**src/rtl/seq_pkg.sv**
```systemverilog
// Shared definitions for the address sequencer: repeat FSM states and
// default timing constants.
package seq_pkg;

    localparam int unsigned TICK_DIV_DEF  = 32768;
    localparam int unsigned HIST_LEN_DEF  = 8;
    localparam int unsigned RPT_DELAY_DEF = 64;
    localparam int unsigned RPT_RATE_DEF  = 8;

    localparam int unsigned NUM_BTN = 3;
    localparam int unsigned BTN_INC = 0;
    localparam int unsigned BTN_DEC = 1;
    localparam int unsigned BTN_WR  = 2;

    typedef enum logic [1:0] {
        IDLE,
        STEP,
        WAIT_DELAY,
        REPEAT
    } rpt_state_t;

endpackage

```
**src/rtl/btn_debounce.sv**
```systemverilog
// One active-low push button: two-flop synchroniser, tick-sampled history,
// debounced stable state and a one-cycle press event.
module btn_debounce
    import seq_pkg::*;
#(
    parameter int unsigned HIST_LEN = HIST_LEN_DEF
) (
    input  logic clk,
    input  logic rst,
    input  logic i_btn_n,
    input  logic i_tick,
    output logic o_held,
    output logic o_press
);

    localparam int unsigned      CW       = $clog2(HIST_LEN);
    localparam logic [CW-1:0]    REL_LAST = CW'(HIST_LEN - 1);

    logic [1:0]          r_sync;
    logic [HIST_LEN-1:0] r_hist;
    logic [CW-1:0]       r_rel_cnt;
    logic                r_armed;
    logic                r_stable;
    logic                r_press;
    logic [HIST_LEN-1:0] w_hist_next;

    assign w_hist_next = {r_hist[HIST_LEN-2:0], r_sync[1]};

    // Held means debounced-pressed and still physically down, so a release
    // cuts auto-repeat short without waiting for the release debounce.
    assign o_held  = r_stable & ~r_sync[1];
    assign o_press = r_press;

    // NOTE: every state register here uses <= so all flops sample the values
    // from before the edge, exactly like the hardware they describe.
    always_ff @(posedge clk or negedge rst) begin
        if (!rst) begin
            r_sync    <= 2'b11;
            r_hist    <= '1;
            r_rel_cnt <= '0;
            r_armed   <= 1'b0;
            r_stable  <= 1'b0;
            r_press   <= 1'b0;
        end else begin
            r_sync  <= {r_sync[0], i_btn_n};
            r_press <= 1'b0;
            if (i_tick) begin
                r_hist <= w_hist_next;
                // Arm only after HIST_LEN real released samples, so a button
                // held through reset cannot fire until released and re-pressed.
                if (!r_sync[1]) begin
                    r_rel_cnt <= '0;
                end else if (r_rel_cnt == REL_LAST) begin
                    r_armed <= 1'b1;
                end else begin
                    r_rel_cnt <= r_rel_cnt + 1'b1;
                end
                if (w_hist_next == '1) begin
                    r_stable <= 1'b0;
                end else if ((w_hist_next == '0) && r_armed && !r_stable) begin
                    r_stable <= 1'b1;
                    r_press  <= 1'b1;
                end
            end
        end
    end

endmodule

```
**src/rtl/addr_sequencer.sv**
```systemverilog
// Button-driven 8-bit address sequencer with debounced inc/dec auto-repeat
// and a one-cycle write strobe carrying the DIP switch value.
module addr_sequencer
    import seq_pkg::*;
#(
    parameter int unsigned TICK_DIV  = TICK_DIV_DEF,
    parameter int unsigned HIST_LEN  = HIST_LEN_DEF,
    parameter int unsigned RPT_DELAY = RPT_DELAY_DEF,
    parameter int unsigned RPT_RATE  = RPT_RATE_DEF
) (
    input  logic       clk,
    input  logic       rst,
    input  logic       btn_inc,
    input  logic       btn_dec,
    input  logic       btn_wr,
    input  logic [7:0] dip,
    output logic [7:0] addr,
    output logic       write,
    output logic [7:0] wr_data
);

    localparam int unsigned    TCW        = (TICK_DIV > 2) ? $clog2(TICK_DIV) : 1;
    localparam logic [TCW-1:0] TICK_LAST  = TCW'(TICK_DIV - 1);
    localparam int unsigned    RPT_MAX    = (RPT_DELAY > RPT_RATE) ? RPT_DELAY : RPT_RATE;
    localparam int unsigned    RCW        = $clog2(RPT_MAX + 1);
    localparam logic [RCW-1:0] DELAY_LAST = RCW'(RPT_DELAY - 1);
    localparam logic [RCW-1:0] RATE_LAST  = RCW'(RPT_RATE - 1);

    logic [TCW-1:0]     r_tick_cnt;
    logic               w_tick;
    logic [NUM_BTN-1:0] w_btn_n;
    logic [NUM_BTN-1:0] w_held;
    logic [NUM_BTN-1:0] w_press;
    logic               w_unused_wr_held;

    rpt_state_t         r_state        [2];
    rpt_state_t         w_state_next   [2];
    logic [RCW-1:0]     r_rpt_cnt      [2];
    logic [RCW-1:0]     w_rpt_cnt_next [2];
    logic [1:0]         w_step;

    logic [7:0]         r_addr;
    logic               r_write;
    logic [7:0]         r_wr_data;

    assign w_tick           = (r_tick_cnt == TICK_LAST);
    assign w_btn_n          = {btn_wr, btn_dec, btn_inc};
    assign w_unused_wr_held = w_held[BTN_WR];

    always_ff @(posedge clk or negedge rst) begin
        if (!rst) begin
            r_tick_cnt <= '0;
        end else begin
            r_tick_cnt <= w_tick ? '0 : r_tick_cnt + 1'b1;
        end
    end

    for (genvar b = 0; b < NUM_BTN; b++) begin : g_btn
        btn_debounce #(
            .HIST_LEN (HIST_LEN)
        ) u_btn_debounce (
            .clk     (clk),
            .rst     (rst),
            .i_btn_n (w_btn_n[b]),
            .i_tick  (w_tick),
            .o_held  (w_held[b]),
            .o_press (w_press[b])
        );
    end

    always_ff @(posedge clk or negedge rst) begin
        if (!rst) begin
            for (int d = 0; d < 2; d++) begin
                r_state[d]   <= IDLE;
                r_rpt_cnt[d] <= '0;
            end
        end else begin
            for (int d = 0; d < 2; d++) begin
                r_state[d]   <= w_state_next[d];
                r_rpt_cnt[d] <= w_rpt_cnt_next[d];
            end
        end
    end

    // NOTE: each output of this block is given a default before the case so
    // no path leaves it unassigned, which would otherwise infer a latch.
    always_comb begin
        w_step = 2'b00;
        for (int d = 0; d < 2; d++) begin
            w_state_next[d]   = r_state[d];
            w_rpt_cnt_next[d] = r_rpt_cnt[d];
            case (r_state[d])
                IDLE: begin
                    if (w_press[d]) w_state_next[d] = STEP;
                end
                STEP: begin
                    w_step[d]         = 1'b1;
                    w_rpt_cnt_next[d] = '0;
                    w_state_next[d]   = w_held[d] ? WAIT_DELAY : IDLE;
                end
                WAIT_DELAY: begin
                    if (!w_held[d]) begin
                        w_state_next[d] = IDLE;
                    end else if (w_tick) begin
                        if (r_rpt_cnt[d] == DELAY_LAST) begin
                            w_state_next[d]   = REPEAT;
                            w_rpt_cnt_next[d] = '0;
                        end else begin
                            w_rpt_cnt_next[d] = r_rpt_cnt[d] + 1'b1;
                        end
                    end
                end
                REPEAT: begin
                    if (!w_held[d]) begin
                        w_state_next[d] = IDLE;
                    end else if (w_tick) begin
                        if (r_rpt_cnt[d] == RATE_LAST) begin
                            w_step[d]         = 1'b1;
                            w_rpt_cnt_next[d] = '0;
                        end else begin
                            w_rpt_cnt_next[d] = r_rpt_cnt[d] + 1'b1;
                        end
                    end
                end
                default: w_state_next[d] = IDLE;
            endcase
        end
    end

    // The strobe is registered from the press event, so any step landing in
    // the write cycle only reaches addr after it; writes see the old address.
    always_ff @(posedge clk or negedge rst) begin
        if (!rst) begin
            r_addr    <= 8'h00;
            r_write   <= 1'b0;
            r_wr_data <= 8'h00;
        end else begin
            r_write <= w_press[BTN_WR];
            if (w_press[BTN_WR]) r_wr_data <= dip;
            if (w_step == 2'b01) begin
                r_addr <= r_addr + 8'd1;
            end else if (w_step == 2'b10) begin
                r_addr <= r_addr - 8'd1;
            end
        end
    end

    assign addr    = r_addr;
    assign write   = r_write;
    assign wr_data = r_wr_data;

endmodule

```
**config.mk**
```make
export PLATFORM = sky130hd
export DESIGN_NAME = addr_sequencer
export DESIGN_NICKNAME = d
export VERILOG_FILES = /design/src/rtl/seq_pkg.sv /design/src/rtl/btn_debounce.sv /design/src/rtl/addr_sequencer.sv
export SDC_FILE = /design/constraint.sdc
export NUM_CORES = 1
export LEC_CHECK = 0
export BUFFER_PORTS_ARGS = -buffer_cell sky130_fd_sc_hd__buf_2
export CAP_MARGIN = 5
export CORE_MARGIN = 2
export CORE_UTILIZATION = 54
export DETAILED_ROUTE_END_ITERATION = 10
export PLACE_DENSITY_LB_ADDON = 0.08
export SYNTH_ARGS = -nofsm -noshare
export SYNTH_HDL_FRONTEND = slang
export SYNTH_SLANG_ARGS = --single-unit
```
**constraint.sdc**
```tcl
create_clock -name clk -period 3.5 [get_ports clk]
set_clock_uncertainty 0.15 [all_clocks]
set_input_delay 0.35 -clock clk [delete_from_list [all_inputs] [get_ports clk]]
set_output_delay 0.35 -clock clk [all_outputs]
set_load 0.01 [all_outputs]
```
==> results of run 1 <==
-- layout by cell type, fill, tap and decap left out, types with 3 or more instances in the layout --
cell,synthesis,layout
a21oi_1,7,7
clkinv_2,0,4
buf_2,3,28
mux2_2,12,12
a22o_1,13,13
nor2_1,16,16
and3_1,6,6
a31o_2,4,4
nor3_1,7,7
xor2_1,10,10
inv_1,5,5
o31ai_1,6,6
dfstp_2,27,27
nor3b_1,3,3
buf_4,0,7
nor4_1,8,7
nand4_1,9,9
clkbuf_8,0,9
xnor2_1,9,9
a21o_1,5,5
nand3_1,28,28
o21ai_1,2,3
dfrtp_1,68,68
ha_1,16,15
o21ai_0,27,26
dlygate4sd3_1,0,3
nand4b_1,3,3
nand2_1,99,99
-- per-stage QoR --
stage               setup slack [ns]   util  hold slack, ns
CTS                           0.0957  0.615          0.0652
finish                         0.293  0.618        -0.00620
floorplan                     0.0835      -         -0.0956
detailed placement             0.121  0.585           0.197
global route                 0.00166  0.618          0.0687
global placement               0.235  0.585           0.196
-- what timing repair did --
item	in CTS	in global routing
hold buffers	3	0
resized for setup	0	5
buffers inserted	0	1
endpoints found under the hold margin	3	0
setup endpoints to repair	0	4
-- cell type report --
type / count / area (sq um) / area share
Clock buffer: 9 / 124 / 0.0247
Clock inverter: 7 / 87.6 / 0.0174
Inverter: 5 / 18.8 / 0.00374
Multi-Input combinational cell: 322 / 2030 / 0.404
Sequential cell: 95 / 2410 / 0.480
Tap cell: 105 / 131 / 0.0261
Timing Repair Buffer: 38 / 223 / 0.0443
-- cells by family (layout without fill, tap and decap cells) --
group | Yosys count | count (layout) | share of synthesized area
mux | 13 | 13 | 0.0323
fa+ha+maj | 17 | 17 | 0.0490
buf+inv | 19 | 59 | 0.0167
simple gates | 201 | 201 | 0.222
compound gates | 72 | 72 | 0.107
flops | 95 | 95 | 0.536
xor+xnor | 19 | 19 | 0.0370
-- routing by layer --
| layer | share of wire | up-vias | global-route usage | routed length (um) |
|---|---|---|---|---|
| li1 | - | 1613 | - | - |
| met1 | 0.48 | 1621 | 0.264 | 3950 |
| met2 | 0.48 | 36 | 0.329 | 3900 |
| met3 | 0.028 | 8 | 0.0308 | 227 |
| met4 | 0.011 | 0 | 0.0652 | 87 |
| met5 | 0 | - | 0 | 0 |
-- sequential cells by signal (all words and copies together), names as in the netlist --
| register | cells |
|---|---|
| g_btn.u_btn_debounce.r_sync | 6 |
| r_tick_cnt | 15 |
| addr | 8 |
| g_btn.u_btn_debounce.r_hist | 21 |
| r_rpt_cnt | 14 |
| r_state | 4 |
| g_btn.u_btn_debounce.r_stable | 3 |
| g_btn.u_btn_debounce.o_press | 3 |
| g_btn.u_btn_debounce.r_armed | 3 |
| wr_data | 8 |
| write | 1 |
| g_btn.u_btn_debounce.r_rel_cnt | 9 |
-- worst paths after layout --
| check | end | depth (start not counted) |
|---|---|---|
| worst max-delay path | addr[6] | 15 |
| worst min-delay path | addr[4] | 1 |
| min in group clk | wr_data[0] | 2 |
| worst min register to register | g_btn[0].u_btn_debounce.r_sync[1] | 0 |
| max in group asynchronous | r_rpt_cnt[2] | 2 |
| worst max register to register | addr[6] | 15 |
-- power by group --
group	leakage, nW	switching, mW	internal, mW	total, mW
clock	0.109	0.369	0.398	0.767
combinational	1.08	0.0222	0.00876	0.0309
sequential	1.22	0.00496	1.10	1.11
total	2.40	0.396	1.51	1.91
==> summary.md, run 1 <==
| Metric | Value |
|---|---|
| Synth Flop Type | dfrtp_1 |
| Die area | a little over 9000 sq um |
| Worst-Margin Slew | 1.06 ns |
| CP required | 3.57 ns |
| Element type at the critical path start | register |
| Detailed-route via count | 3278 |
| Clk sinks | 95 |
| CTS root buf | clkbuf_8 |
| CP peak stage delay | just over 0.4 ns |
| Largest net degree at the start of global routing | between 80 and 90 |
| Syn avg cell area | about 10 sq um |
| CORE AREA | slightly above 8000 sq um |
| Fill cells | roughly 690 |
| Worst path cell trace | ha_2 -> nand4_1 -> buf_4 -> nor4_4 -> nand2_1 -> o21bai_1 -> ha_1 -> inv_1 -> buf_4 -> fa_1 -> a21oi_1 -> o21ai_0 -> a21oi_1 -> xor2_1 -> o21ai_0 |
| Violated checks | negative hold slack |
| Initial core utilization | 0.553 |
| Fin Setup TNS | 0 ns |
| Yosys cell types | 51 |
| Max-cap violations | 0 |
| PortBufs | 29 |
| Register bit total from synthesis | 95 |
| Max-slew headroom | 0.294 |
| Latest clock arrival within the worst-skew pair | around 0.35 ns |
| Synth Warn # | 0 |
| Delay-heaviest family, CP | adder cells |
| Layout Nets | ~500 |
| Cell taking the most area after synthesis | dfrtp_1 |
| Worst setup path class | register to register |
| # rows | 33 |
| Final Non-Filler Cells | ~580 |
| Worst path slowest cell | fa_1 |
| Post-Synthesis Cells | ~440 |
| Vias in the first global route | approximately 3200 |
| Clock transition at path regs | roughly 0.090 ns |
| ANT cells | 0 |
| CTS tree | built |
| Final hold slack | -0.00620 ns |
| Leakage Power | about 2.4 nW |
| Power consumption | between 1.5 and 2 mW |
| Gr usage total | 0.197 |
| Initial antenna violation count | 0 |
| # H-tree levels | 3 |
| Highest clock rate | ~310 MHz |
| Total congestion overflow | 0 |
| Main area contributors after synthesis | dfrtp_1 38%, dfstp_2 16%, nand2_1 8.3% |
| Routed wire length | between 8000 and 9000 um |
| Worst vdd ir | 0.349 mV |
| PwrDens | 380 nW/um^2 |
| Initial DRC Count | 129 |
| Tcrit/Tclk final | 0.916 |
| Fin crit period | roughly 3.2 ns |
| DRT antenna net count | 0 |
| CTS buffer count | 9 |
| RSZ-0062 raised after global routing | false |
| Bufs on Longest Clock Path | 2 |
| Sequential fraction of the synthesis area | 0.536 |
| Setup violators final | 0 |
| Worst reg2reg setup slack | about 0.29 ns |
| Final slew viol count | 0 |
| First-pass GRT wire length | ~14000 um |
| Final Hold Fails | 2 |
| Crit end category | register |
| EDFF count, synth | 0 |
| Placed cell count | roughly 560 |
| Status | complete, but fails checks |
| R2r startpoint | r_tick_cnt[0] |
| Hold/Removal Path Class | input pin to async pin |
| Crit. Startpoint | r_tick_cnt[0] |
| Cell Area, Placed | between 4000 and 5000 sq um |
| DRC errors left | 0 |
| Vias/cell | between 5 and 6 |
| RD Place Congestion | 0.865 |
| Routed len/inst | between 10 and 15 um |
| Synth-to-Final Area Change | 11.7% |
| Top cell type's share of synthesized area | 0.378 |
| DP HPWL | ~5500 um |
| Die extent in y | 95.3 um |
| Final non-filler cell area | ~5000 sq um |
| Drt pass-1 iters | 7 |
| Die Wd | approximately 95 um |
| Syn nets | 466 |
| Worst path arrival time | 3.28 ns |
| Share of layout cells above drive strength 1 | 0.223 |
| Worst Path Max Fanout | 5 |
| Top cells by count, synth | 99 x nand2_1, 68 x dfrtp_1, 28 x nand3_1 |
| Ys async rst share | 1.00 |
| Cell area after synthesis | ~4500 sq um |
| Worst path bufs/invs | 3 |
| IO Count | 30 |
| Most numerous cell in the Yosys netlist | nand2_1 |
(Power assumes the default switching activity.)
==> inputs of run 2 (changes only) <==
Settings changed: HOLD_SLACK_MARGIN from default to 0.12.
==> run 2 against run 1 <==
The flow now finishes without violations. Flip-flop and latch count did not move. Power rose by 0.41%. Clock power about the same. Via count grew 0.58%. Sequential share of layout area is 0.85 points lower. Utilization rose by 1.1 points.
==> summary.md, run 2 (synthesis gave the netlist of run 1 again) <==
| Metric | Value |
|---|---|
| Status | finished, final reports clean |
| PwrDens | 374 nW/um^2 (-1.4%) |
| Synth-to-Final Area Change | 13.7% |
| Clk sinks | 95 (unchanged) |
| Final non-filler cell area | 5110 sq um (+1.8%) |
| Tcrit/Tclk final | 0.916 (about the same) |
| # H-tree levels | 3 (unchanged) |
| Share of layout cells above drive strength 1 | 0.219 (-0.00413) |
| Die area | 9080 sq um (unchanged) |
| Register area | 2410 sq um (unchanged) |
| Reg2reg path depth | 15 (unchanged) |
| Switching Share | 0.208 (about the same) |
| RSZ-0062 raised after global routing | false |
| Highest clock rate | 312 MHz (about the same) |
| Die extent in y | 95.3 um (unchanged) |
| CP required | 3.57 ns (about the same) |
| Largest register FFs | 21 (unchanged) |
| Latest clock arrival within the worst-skew pair | 0.35 ns (about the same) |
| CTS buffer count | 9 (unchanged) |
| CORE AREA | 8130 sq um (unchanged) |
| Total congestion overflow | 0 (unchanged) |
| DP HPWL | 5490 um (unchanged) |
| Vias in the first global route | 3217 (+1.4%) |
| Hold path cells | 0 |
| Routed wire length | 8290 um (+1.5%) |
| Initial antenna violation count | 0 (unchanged) |
| Fin Setup TNS | 0 ns (unchanged) |
| Metal3 WL | 233 um (+2.6%) |
| Setup ws final | 0.294 ns (+0.00120 ns) |
| Initial DRC Count | 119 (-7.8%) |
| Internal power | 1.52 mW (+0.44%) |
| Cell Area, Placed | 4760 sq um (unchanged) |
| Max-slew headroom | 0.305 (+0.0108) |
| Initial core utilization | 0.553 (unchanged) |
| Bufs on Longest Clock Path | 2 (unchanged) |
| Placement Setup Slack | 0.121 ns (unchanged) |
| IO Count | 30 (unchanged) |
| Clock transition at path regs | 0.09 ns (about the same) |
| M1 WL | 4000 um (+1.3%) |
| Final Non-Filler Cells | 590 (+1.5%) |
| Largest net degree at the start of global routing | 87 (unchanged) |
| Max-cap violations | 0 (unchanged) |
| Die Wd | 95.3 um (unchanged) |
| Leakage Power | 2.44 nW (+1.6%) |
| Worst path arrival time | 3.28 ns (about the same) |
| Met2 routed WL | 3970 um (+1.7%) |
| Vias/cell | 5.59 (-0.95%) |
| Setup violators final | 0 (unchanged) |
| CTS root buf | clkbuf_8 |
| Comb power frac | 0.020 (+0.004) |
| Detailed-route via count | 3297 (+0.58%) |
| Final hold slack | 0.209 ns (+0.215 ns) |
| DRT antenna net count | 0 (unchanged) |
| Fill cells | 677 (-1.5%) |
| Worst vdd ir | 0.349 mV (about the same) |
| PortBufs | 29 (unchanged) |
| Drt pass-1 iters | 4 (-3) |
| Hold/Removal Path Class | register to register |
| Sw power | 0.398 mW (+0.32%) |
| RD Place Congestion | 0.865 (unchanged) |
| Fin crit period | 3.21 ns (-0.00120 ns) |
| Most frequent cells in the layout | 99 x nand2_1, 68 x dfrtp_1, 28 x nand3_1, 28 x buf_2, 27 x dfstp_2 |
| Final Hold Fails | 0 (-2) |
| Biggest register | g_btn.u_btn_debounce.r_hist |
| Element type at the critical path start | register |
| Regs by FF count | g_btn.u_btn_debounce.r_hist: 21 flops, r_tick_cnt: 15 flops, r_rpt_cnt: 14 flops |
| DRC errors left | 0 (unchanged) |
| Worst setup path class | register to register |
| Clock power share | 0.400 (-0.002) |
| Crit end category | register |
| Layout Nets | 510 (+1.8%) |
| First-pass GRT wire length | 14400 um (+1.1%) |
| Gr usage total | 0.199 (+0.00221) |
| Final slew viol count | 0 (unchanged) |
| Seq pwr share | 0.579 (-0.003) |
| Area of the multi-input gates | 2030 sq um (unchanged) |
| Routed len/inst | 14.1 um (about the same) |
| Uppermost layer routed | met4 |
| Worst Path Max Fanout | 5 (unchanged) |
| Most common cell after layout, fill and taps aside | nand2_1 |
| CTS tree | built |
| Worst-Margin Slew | 1.04 ns (-0.0161 ns) |
| ANT cells | 0 (unchanged) |
| Final Core Density | 0.629 (+0.0111) |
| # rows | 33 (unchanged) |
| Placed cell count | 561 (unchanged) |
| Power consumption | 1.91 mW (+0.41%) |
==> run 2: final cells by class <==
type | count | share of cell area
repair buffers | 47 | 0.0612
well taps | 105 | 0.0257
inverters | 5 | 0.00367
flip-flops and latches | 95 | 0.471
clock inverters | 7 | 0.0171
multi-input cells | 322 | 0.397
clock buffers | 9 | 0.0242
==> run 2: final timing paths <==
kind                            slack [ns]                           endpoint                               from
worst min register to register        0.21  g_btn[0].u_btn_debounce.r_sync[1]  g_btn[0].u_btn_debounce.r_sync[0]
worst max register to register        0.29                            addr[6]                      r_tick_cnt[0]
worst max-delay path                  0.29                            addr[6]                      r_tick_cnt[0]
max in group asynchronous             1.87                       r_rpt_cnt[2]                                rst
worst min-delay path                  0.21  g_btn[0].u_btn_debounce.r_sync[1]  g_btn[0].u_btn_debounce.r_sync[0]
min in group asynchronous             0.58                            addr[4]                                rst
==> run 2: power groups by stage <==
stage                     Sequential (mW)  Clock (mW)  Combinational (mW)
final                                1.11       0.767              0.0390
after global routing                 1.11       0.841              0.0458
after CTS                            1.11       0.789              0.0408
after detailed placement             1.13           0              0.0306
after global placement               1.13           0              0.0302
after floorplan                      1.13           0             0.00473
==> run 2: timing repair <==
item	CTS	global route
endpoints found under the setup margin	0	4
hold buffers	12	0
hold endpoints to repair	69	0
gates resized for setup	0	5
buffers inserted	0	1
==> run 2: critical path: stages (launching register included) <==
cell,delay (ns)
dfrtp_1,0.40
ha_2,0.23
nand4_1,0.12
buf_4,0.16
nor4_4,0.17
nand2_1,0.08
o21bai_1,0.18
ha_1,0.21
inv_1,0.09
buf_4,0.16
fa_1,0.41
a21oi_1,0.19
o21ai_0,0.12
a21oi_1,0.19
xor2_1,0.15
o21ai_0,0.08
==> run 2: per-layer routing <==
layer,vias up,global-route usage
li1,1632,-
met1,1619,0.264
met2,38,0.336
met3,8,0.0316
met4,0,0.0652
met5,-,0
==> inputs of run 3 (changes only) <==
Settings changed: CORE_UTILIZATION 54 to 55, SYNTH_HIERARCHICAL from default to 1.
==> run 3 against run 2 <==
First-iteration DRC count decreased by 23%. Critical path depth decreased by 2. Register-to-register slack got worse by 0.13 ns. Highest routed layer unchanged. Count of clock-buffer cells in the layout increased by 1. Die area increased by 1.9%. Via count decreased by 1.1%. Area after synthesis increased by 3.9%. Power decreased by 1.4%.
==> summary.md, run 3 <==
| Metric | Value |
|---|---|
| CTS tree | built |
| Worst Path Max Fanout | 8 (+3) |
| Leakage Power | 2.51 nW (+2.9%) |
| DRT antenna net count | 0 (unchanged) |
| IO Count | 30 (unchanged) |
| Routed wire length | 8130 um (-1.9%) |
| Highest clock rate | 300 MHz (-4.0%) |
| Fill cells | 660 (-2.5%) |
| Die area | 9250 sq um (+1.9%) |
| Worst-Margin Slew | 1.08 ns (+0.0397 ns) |
| Final Non-Filler Cells | 573 (-2.9%) |
| Register area | 2410 sq um (unchanged) |
| Routed len/inst | 14.2 um (+1.0%) |
| Placement Setup Slack | 0.185 ns (+0.0640 ns) |
| DP HPWL | 5490 um (about the same) |
| Latest clock arrival within the worst-skew pair | 0.36 ns (about the same) |
| Post-Synthesis Cells | 412 (-5.5%) |
| Placed cell count | 544 (-3.0%) |
| PortBufs | 29 (unchanged) |
| Fin Setup TNS | 0 ns (unchanged) |
| Clock transition at path regs | 0.09 ns (about the same) |
| Max-slew headroom | 0.279 (-0.0265) |
| Final non-filler cell area | 5310 sq um (+3.8%) |
| Worst setup path class | register to register |
| Most common cell after layout, fill and taps aside | dfrtp_1 |
| Worst path arrival time | 3.46 ns (+0.18 ns) |
| Largest net degree at the start of global routing | 87 (unchanged) |
| Syn nets | 447 (-4.1%) |
| CTS root buf | clkbuf_8 |
| ANT cells | 0 (unchanged) |
| Power consumption | 1.89 mW (-1.4%) |
| Drt pass-1 iters | 4 (unchanged) |
| Share of layout cells above drive strength 1 | 0.274 (+0.0549) |
| Worst vdd ir | 0.238 mV (-32%) |
| Final Hold Fails | 0 (unchanged) |
| Final Core Density | 0.646 (+0.0174) |
| # rows | 33 (unchanged) |
| Regs by FF count | g_btn.u_btn_debounce/r_hist: 21 flops, r_tick_cnt: 15 flops, r_rpt_cnt: 14 flops |
| Cell area after synthesis | 4670 sq um (+3.9%) |
| PwrDens | 356 nW/um^2 (-5.0%) |
| Synth Warn # | 6 (+6) |
| Clk sinks | 95 (unchanged) |
| First-pass GRT wire length | 14300 um (-0.67%) |
| Vias/cell | 5.69 (+1.8%) |
| Syn avg cell area | 11.3 sq um (+9.9%) |
| Detailed-route via count | 3260 (-1.1%) |
| Layout Nets | 498 (-2.4%) |
| Crit end category | register |
| Bufs on Longest Clock Path | 2 (unchanged) |
| Final hold slack | 0.209 ns (+0.000445 ns) |
| Initial DRC Count | 92 (-23%) |
| CTS buffer count | 9 (unchanged) |
| Initial core utilization | 0.569 (+0.0156) |
| Final slew viol count | 0 (unchanged) |
| Cell Area, Placed | 4980 sq um (+4.6%) |
| Vias in the first global route | 3223 (+0.19%) |
| Hold/Removal Path Class | register to register |
| Setup violators final | 0 (unchanged) |
| CP required | 3.62 ns (+0.05 ns) |
| Max-cap violations | 0 (unchanged) |
| Element type at the critical path start | register |
| DRC errors left | 0 (unchanged) |
| Status | finished, final reports clean |
| Most frequent cells in the layout | 68 x dfrtp_1, 29 x mux2_2, 28 x buf_2, 27 x dfstp_2 |
| Die extent in y | 96.2 um (+0.94%) |
| Setup ws final | 0.162 ns (-0.132 ns) |
| Fin crit period | 3.34 ns (+0.132 ns) |
| Initial antenna violation count | 0 (unchanged) |
| Area of the multi-input gates | 2140 sq um (+5.4%) |
| # H-tree levels | 3 (unchanged) |
| Synth-to-Final Area Change | 13.7% (about the same) |
| Gr usage total | 0.195 (-0.00462) |
| RD Place Congestion | 0.827 (-4.5%) |
| CORE AREA | 8220 sq um (+1.0%) |
| Biggest register | g_btn.u_btn_debounce/r_hist |
| Die Wd | 96.2 um (+0.94%) |
| Total congestion overflow | 0 (unchanged) |
| Tcrit/Tclk final | 0.954 (+0.0377) |
| Largest register FFs | 21 (unchanged) |
run 3: area by class of cell:
cell class,instances,area share
clock inverters,6,0.0144
repair buffers,49,0.0617
multi-input cells,283,0.403
flip-flops and latches,95,0.454
inverters,25,0.0181
well taps,105,0.0247
clock buffers,10,0.0240
run 3: layer usage:
metal / GRT usage / part of all wire / up-vias
li1: - / - / 1613
met3: 0.0274 / 0.019 / 12
met1: 0.258 / 0.47 / 1604
met4: 0.0750 / 0.015 / 0
met5: 0 / 0 / -
met2: 0.325 / 0.50 / 31
run 3: repair_timing:
item | in CTS | in global routing
endpoints found under the setup margin | 0 | 1
gates resized for setup | 0 | 0
hold endpoints to repair | 79 | 0
hold buffers | 12 | 0
buffers inserted | 0 | 1
run 3: path summary, 6_finish.rpt:
path,start,to,slack [ns],cells after the start
worst max-delay path,r_tick_cnt[0],addr[7],0.16,13
worst min register to register,g_btn[1].u_btn_debounce/r_sync[0],g_btn[1].u_btn_debounce/r_sync[1],0.21,0
min in group asynchronous,rst,g_btn[0].u_btn_debounce/r_rel_cnt[0],0.54,2
worst min-delay path,g_btn[1].u_btn_debounce/r_sync[0],g_btn[1].u_btn_debounce/r_sync[1],0.21,0
worst max register to register,r_tick_cnt[0],addr[7],0.16,13
max in group asynchronous,rst,g_btn[2].u_btn_debounce/r_hist[5],1.81,3
run 3: power by group:
group	leakage (nW)	total, mW	internal (mW)	switching, mW
Clock	0.104	0.738	0.345	0.393
Combinational	1.19	0.0423	0.0168	0.0255
Sequential	1.22	1.11	1.10	0.00287
run 3: worst max-delay path, cell delays in order (launching register included):
cell and delay, ns:
dfrtp_1 0.40, ha_2 0.21, nand2_1 0.12, nor4b_4 0.31, and2_4 0.20, a21o_1 0.12
ha_2 0.23, inv_4 0.08, ha_1 0.33, o21a_1 0.19, o21a_1 0.17, o22ai_2 0.20
mux2_2 0.36, nor3_1 0.18
